File: src/rtl/accel_wb_pkg.sv
// Shared types and constants for the accelerator Wishbone DMA initiator.
// Covers FSM state encoding, completion codes and accelerator window offsets.
package accel_wb_pkg;

  typedef enum logic [2:0] {
    IDLE,
    RD_REQ,
    RD_GAP,
    WR_REQ,
    WR_GAP,
    FINISH
  } state_t;

  typedef enum logic [1:0] {
    ERR_OK      = 2'd0,
    ERR_TIMEOUT = 2'd1,
    ERR_ABORT   = 2'd2
  } err_t;

  localparam logic [3:0]  WB_SEL_FULL    = 4'hF;
  localparam logic [31:0] WORD_BYTES     = 32'd4;

  localparam logic [31:0] ACC_BASE       = 32'h3000_0000;
  localparam logic [31:0] ACC_OP_OFS     = 32'd0;
  localparam logic [31:0] ACC_STATUS_OFS = 32'd4;
  localparam logic [31:0] ACC_SRAM_OFS   = 32'd8;

  // Byte address of SRAM word idx inside the accelerator window.
  function automatic logic [31:0] acc_sram_addr(input logic [31:0] idx);
    return ACC_BASE + ACC_SRAM_OFS + idx * WORD_BYTES;
  endfunction

endpackage

File: src/rtl/accel_wb_beat_timer.sv
// Per-beat wait counter: cleared when a beat starts, counts cycles of STB
// without ACK and flags the cycle on which the TIMEOUT-th wait would occur.
module accel_wb_beat_timer #(
  parameter int TIMEOUT = 64
) (
  input  logic clk,
  input  logic rst_n,
  input  logic load,
  input  logic en,
  output logic expired
);

  localparam int CW = $clog2(TIMEOUT + 1);

  logic [CW-1:0] count;

  // Counter already holds TIMEOUT-1 completed waits; this edge is the last one.
  assign expired = en && (count == CW'(TIMEOUT - 1));

  always_ff @(posedge clk) begin
    if (!rst_n) begin
      count <= '0;
    end else if (load) begin
      count <= '0;
    end else if (en && (count != CW'(TIMEOUT))) begin
      count <= count + CW'(1);
    end
  end

endmodule

File: src/rtl/accel_wb_dma_master.sv
// Wishbone classic-cycle DMA initiator: copies cmd_len_i words from cmd_src_i
// to cmd_dst_i as read/write beat pairs, with per-beat timeout and abort.
module accel_wb_dma_master
  import accel_wb_pkg::*;
#(
  parameter int LEN_W   = 16,
  parameter int TIMEOUT = 64
) (
  input  logic             wb_clk_i,
  input  logic             wb_rst_ni,
  input  logic             cmd_valid_i,
  output logic             cmd_ready_o,
  input  logic [31:0]      cmd_src_i,
  input  logic [31:0]      cmd_dst_i,
  input  logic [LEN_W-1:0] cmd_len_i,
  input  logic             abort_i,
  output logic             wbm_cyc_o,
  output logic             wbm_stb_o,
  output logic             wbm_we_o,
  output logic [3:0]       wbm_sel_o,
  output logic [31:0]      wbm_adr_o,
  output logic [31:0]      wbm_dat_o,
  input  logic [31:0]      wbm_dat_i,
  input  logic             wbm_ack_i,
  output logic             busy_o,
  output logic             done_o,
  output logic [1:0]       err_code_o,
  output logic [LEN_W-1:0] words_done_o
);

  state_t             state, next;
  err_t               err_d;
  logic [31:0]        src, dst, word_buf;
  logic [31:0]        adr_d, dat_d;
  logic [LEN_W-1:0]   remaining;
  logic               in_beat_d;
  logic               accept;
  logic               timer_load, timer_en, timer_expired;

  assign accept     = (state == IDLE) && cmd_valid_i;
  assign timer_en   = wbm_stb_o && !wbm_ack_i;
  assign timer_load = in_beat_d && (next != state);

  accel_wb_beat_timer #(.TIMEOUT(TIMEOUT)) u_timer (
    .clk     (wb_clk_i),
    .rst_n   (wb_rst_ni),
    .load    (timer_load),
    .en      (timer_en),
    .expired (timer_expired)
  );

  always_comb begin
    // NOTE: every signal driven here gets a default first, so no latch is inferred.
    next  = state;
    err_d = err_t'(err_code_o);
    unique case (state)
      IDLE: if (cmd_valid_i) begin
        err_d = ERR_OK;
        next  = (cmd_len_i != '0) ? RD_REQ : FINISH;
      end
      RD_REQ, WR_REQ: begin
        // A beat acked on the abort edge still completes before finishing.
        if (wbm_ack_i) begin
          if (abort_i) begin
            next  = FINISH;
            err_d = ERR_ABORT;
          end else begin
            next = (state == RD_REQ) ? RD_GAP : WR_GAP;
          end
        end else if (abort_i) begin
          next  = FINISH;
          err_d = ERR_ABORT;
        end else if (timer_expired) begin
          next  = FINISH;
          err_d = ERR_TIMEOUT;
        end
      end
      RD_GAP: begin
        next = WR_REQ;
        if (abort_i) begin
          next  = FINISH;
          err_d = ERR_ABORT;
        end
      end
      WR_GAP: begin
        next = (remaining == '0) ? FINISH : RD_REQ;
        if (abort_i) begin
          next  = FINISH;
          err_d = ERR_ABORT;
        end
      end
      FINISH:  next = IDLE;
      default: next = IDLE;
    endcase

    in_beat_d = (next == RD_REQ) || (next == WR_REQ);
    adr_d     = wbm_adr_o;
    dat_d     = wbm_dat_o;
    if ((next == RD_REQ) && (state != RD_REQ)) begin
      adr_d = (state == IDLE) ? cmd_src_i : src;
    end
    if ((next == WR_REQ) && (state != WR_REQ)) begin
      adr_d = dst;
      dat_d = word_buf;
    end
  end

  always_ff @(posedge wb_clk_i) begin
    if (!wb_rst_ni) begin
      state        <= IDLE;
      wbm_cyc_o    <= 1'b0;
      wbm_stb_o    <= 1'b0;
      wbm_we_o     <= 1'b0;
      wbm_sel_o    <= '0;
      wbm_adr_o    <= '0;
      wbm_dat_o    <= '0;
      busy_o       <= 1'b0;
      done_o       <= 1'b0;
      cmd_ready_o  <= 1'b1;
      err_code_o   <= ERR_OK;
      words_done_o <= '0;
      src          <= '0;
      dst          <= '0;
      word_buf     <= '0;
      remaining    <= '0;
    end else begin
      // NOTE: non-blocking assignments so every register sees pre-edge values.
      state       <= next;
      wbm_cyc_o   <= in_beat_d;
      wbm_stb_o   <= in_beat_d;
      wbm_we_o    <= (next == WR_REQ);
      wbm_sel_o   <= in_beat_d ? WB_SEL_FULL : 4'h0;
      wbm_adr_o   <= adr_d;
      wbm_dat_o   <= dat_d;
      busy_o      <= (next != IDLE);
      cmd_ready_o <= (next == IDLE);
      done_o      <= (state == FINISH);
      err_code_o  <= err_d;

      if (accept) begin
        src          <= cmd_src_i;
        dst          <= cmd_dst_i;
        remaining    <= cmd_len_i;
        words_done_o <= '0;
      end
      if ((state == RD_REQ) && wbm_ack_i) begin
        word_buf <= wbm_dat_i;
      end
      if ((state == WR_REQ) && wbm_ack_i) begin
        words_done_o <= words_done_o + LEN_W'(1);
        src          <= src + WORD_BYTES;
        dst          <= dst + WORD_BYTES;
        remaining    <= remaining - LEN_W'(1);
      end
    end
  end

endmodule

File: config.mk
export PLATFORM = sky130hd
export DESIGN_NAME = accel_wb_dma_master
export DESIGN_NICKNAME = d
export VERILOG_FILES = /design/src/rtl/accel_wb_pkg.sv /design/src/rtl/accel_wb_beat_timer.sv /design/src/rtl/accel_wb_dma_master.sv
export SDC_FILE = /design/constraint.sdc
export NUM_CORES = 1
export LEC_CHECK = 0
export BUFFER_PORTS_ARGS = -buffer_cell sky130_fd_sc_hd__buf_2
export CORE_UTILIZATION = 60
export DETAILED_ROUTE_END_ITERATION = 7
export PLACE_DENSITY = 0.87
export SLEW_MARGIN = 20
export SYNTH_ARGS = -nofsm -noshare
export SYNTH_HDL_FRONTEND = slang
export SYNTH_SLANG_ARGS = --single-unit
export TNS_END_PERCENT = 30
File: constraint.sdc
create_clock -name wb_clk_i -period 6.35 [get_ports wb_clk_i]
set_clock_uncertainty 0.15 [all_clocks]
set_input_delay 1.27 -clock wb_clk_i [delete_from_list [all_inputs] [get_ports wb_clk_i]]
set_output_delay 1.27 -clock wb_clk_i [all_outputs]
set_load 0.05 [all_outputs]
==> flow_summary.ini <==
[flow_run]
drv_cap = 0

[power_and_ir_drop]
power_leakage_nw = 4.878
power-per-cell-area_nw_per_um2 = 276.6
ir_drop_uv = 198.5

[timing]
clock.fmax_mhz = 275.2
fin_crit_ns = 3.634
grt_setup_unrepaired = no
relSlewSlack_pct = 32.14
final.period_utilization_pct = 57.23
hold_viol = 0
worst_pin_slew_ns = 1.017
setup_viol = 0
tns_ns = 0
maxSlewViolCount = 0

[route]
wl_per_cell_um = 18.26
first_pass_iters = 7
vias = 10870
antenna_left = 0
drc = 0
drtIter0Drc = 1270
drt_wl_total_mm = 31.22
viasPerCell = 6.357

[logic_synthesis]
syn_nets = 1457
synth_area_per_cell_um2 = 7.757
synth_area_um2 = 10350
synth-seq-cells = 209
synth_edf_count = 0
async_flop_share_pct = 0
ys_seq_area_share_pct = 40.44
syn_inst = 1334
synth_flop_cell = dfxtp_1
synth_cell_types = 63
yosysWarnings = 0

[setup_path]
r2r-end = wbm_adr_o[28]$_SDFFE_PN0P_
r2r-start = state[2]$_SDFF_PN0_
critPathRequiredTime_ns = 6.55
critPathKind = in2reg
crit_path_end_kind = flop
cp_cell_sequence = buf_2 > or4b_2 > nor4_2 > a211oi_1 > nand3_2 > buf_4 > o21a_1 > a221oi_1
setup.worst_path.start = cmd_valid_i
crit_fanout = 45
slowest_delay_ns = 0.64
cp-start-kind = input pin
worst-path-buf-inv = 2
crit_family = simple AND/OR/NAND/NOR gates
critPathCapture = wbm_adr_o[28]$_SDFFE_PN0P_
r2r_setup_slack_ns = 2.90
reg2reg_depth = 7
crit_path_top_delay_cell = or4b_2
worstPathArrival_ns = 3.83
path_depth = 8

[clock_tree]
insertion_delay_ns = 0.50
cts_tree = yes
cts.clk_slew.worst_paths_ns = 0.06
h-tree-depth = 1
clk_path_buf_depth = 3
clock-sinks = 209
cts_buffers = 23
post_cts_buffers = 0
ctsHoldBuffers = 0
cts-root-buf = clkbuf_16
ctsResizeCount = 0

[die]
io-pin-count = 209
die_y_um = 133.3
fp.coreArea_um2 = 16700
start_util_pct = 61.96
die_w_um = 133.3
dieArea_um2 = 17770
row_count = 47

[finish]
nets = 1595
regArea_um2 = 4184
final_common_cell = nand2_1
most-common-layout-cells = nand2_1 (267), dfxtp_1 (209), buf_2 (208)
syn_to_final_growth_pct = 16.26
multi_input_area_um2 = 5629
fillers = 1313
drive_gt1_share_pct = 19.85
utilization_pct = 72.03

[placement]
dp_hpwl_mm = 20.23
gp_congestion = 0.9084
numPortBuffers = 208

[global_route]
grt_pass1_vias = 9744
grt_max_degree = 108
antenna_found_initial = 5
grt_pass1_wl_mm = 49.22
grt_usage_pct = 33.87
grt.overflow.total = 0

[run_status]
status = completed

[worst_hold_path]
hp-class = reg2reg
-- cell type report --
| type | count | area share [%] |
|---|---|---|
| diodes | 4 | 0.08320 |
| clock buffers | 36 | 5.523 |
| clock inverters | 3 | 0.1560 |
| inverters | 24 | 0.7904 |
| multi-input cells | 991 | 46.79 |
| flip-flops and latches | 209 | 34.78 |
| well taps | 220 | 2.288 |
| repair buffers | 223 | 9.589 |
-- sequential cells by signal, indices dropped and copies added (netlist names) --
signal,count
wbm_dat_o,32
dst,32
wbm_adr_o,32
words_done_o,16
err_code_o,2
state,3
u_timer.count,7
cmd_ready_o,1
wbm_we_o,1
wbm_sel_o,1
done_o,1
src,32
word_buf,32
remaining,16
busy_o,1
-- how the worst min path moves through the flow --
stage,from,to,slack [ns],depth (start not counted)
final,word_buf[8]$_SDFFE_PN0P_,wbm_dat_o[8]$_SDFFE_PN0P_,0.30,2
after global routing,wbm_dat_o[15]$_SDFFE_PN0P_,wbm_dat_o[15]$_SDFFE_PN0P_,0.31,2
after CTS,wbm_dat_o[15]$_SDFFE_PN0P_,wbm_dat_o[15]$_SDFFE_PN0P_,0.30,2
after detailed placement,wbm_dat_o[15]$_SDFFE_PN0P_,wbm_dat_o[15]$_SDFFE_PN0P_,0.29,2
after global placement,word_buf[9]$_SDFFE_PN0P_,wbm_dat_o[9]$_SDFFE_PN0P_,0.29,2
after floorplan,word_buf[0]$_SDFFE_PN0P_,wbm_dat_o[0]$_SDFFE_PN0P_,0.28,2
-- power by group --
part / switching (mW) / internal (mW) / leakage [nW] / total, mW
Combinational: 0.422 / 0.192 / 2.84 / 0.614
Sequential: 0.0885 / 1.39 / 1.70 / 1.48
Clock: 0.517 / 0.715 / 0.335 / 1.23
Total: 1.03 / 2.30 / 4.88 / 3.33
-- routing by layer --
layer,share of wire [%],global-route usage (%)
met1,40,45.90
met2,45,52.63
met3,11,6.621
met4,4.1,14.39
met5,0.026,0
-- metrics by stage --
| step | setup WS (ns) | instance area [um2] | power [mW] | hold WS, ns | instances |
|---|---|---|---|---|---|
| finish | 2.716 | 12030 | 3.328 | 0.3000 | 1710 |
| global placement | 2.337 | 11330 | 2.089 | 0.2864 | 1667 |
| floorplan | 3.127 | 10350 | 1.936 | 0.2822 | 1334 |
| CTS | 2.725 | 12020 | 3.318 | 0.3023 | 1706 |
| global route | 2.550 | 12030 | 3.435 | 0.3141 | 1709 |
| detailed placement | 2.223 | 11330 | 2.103 | 0.2943 | 1667 |
-- worst register-to-register path: stages (launching register included) --
cell and delay [ns]:
dfxtp_1 0.56, or4b_2 0.81, nor4_2 0.31, a211oi_1 0.14, nand3_2 0.08, buf_4 0.42, o21a_1 0.65, a221oi_1 0.19
-- synth_stat cells, types with 14 or more instances --
cell | instances | share of area (%)
nand2_1 | 267 | 9.7
a21oi_1 | 187 | 9.0
clkbuf_1 | 69 | 2.5
and3_1 | 44 | 2.7
buf_2 | 16 | 0.77
a211o_1 | 21 | 1.8
a32o_1 | 21 | 2.0
nor2_1 | 83 | 3.0
nand3_1 | 40 | 1.9
mux2i_1 | 14 | 1.4
buf_1 | 15 | 0.54
dfxtp_1 | 209 | 40
o21ai_0 | 40 | 1.9
a31oi_1 | 15 | 0.91
inv_1 | 24 | 0.87
o211ai_1 | 16 | 1.2
nand4_1 | 24 | 1.5
nor3_1 | 23 | 1.1
nor4_1 | 36 | 2.2
-- cell families after synthesis --
logic type | Yosys count | synth area share (%)
fa+ha+maj | 6 | 0.7255
mux | 27 | 2.769
flops | 209 | 40.44
compound gates | 369 | 23.08
xor+xnor | 11 | 0.9311
simple gates | 578 | 26.57
buf+inv | 134 | 5.490
No activity file was read; power rests on OpenSTA's default activity.
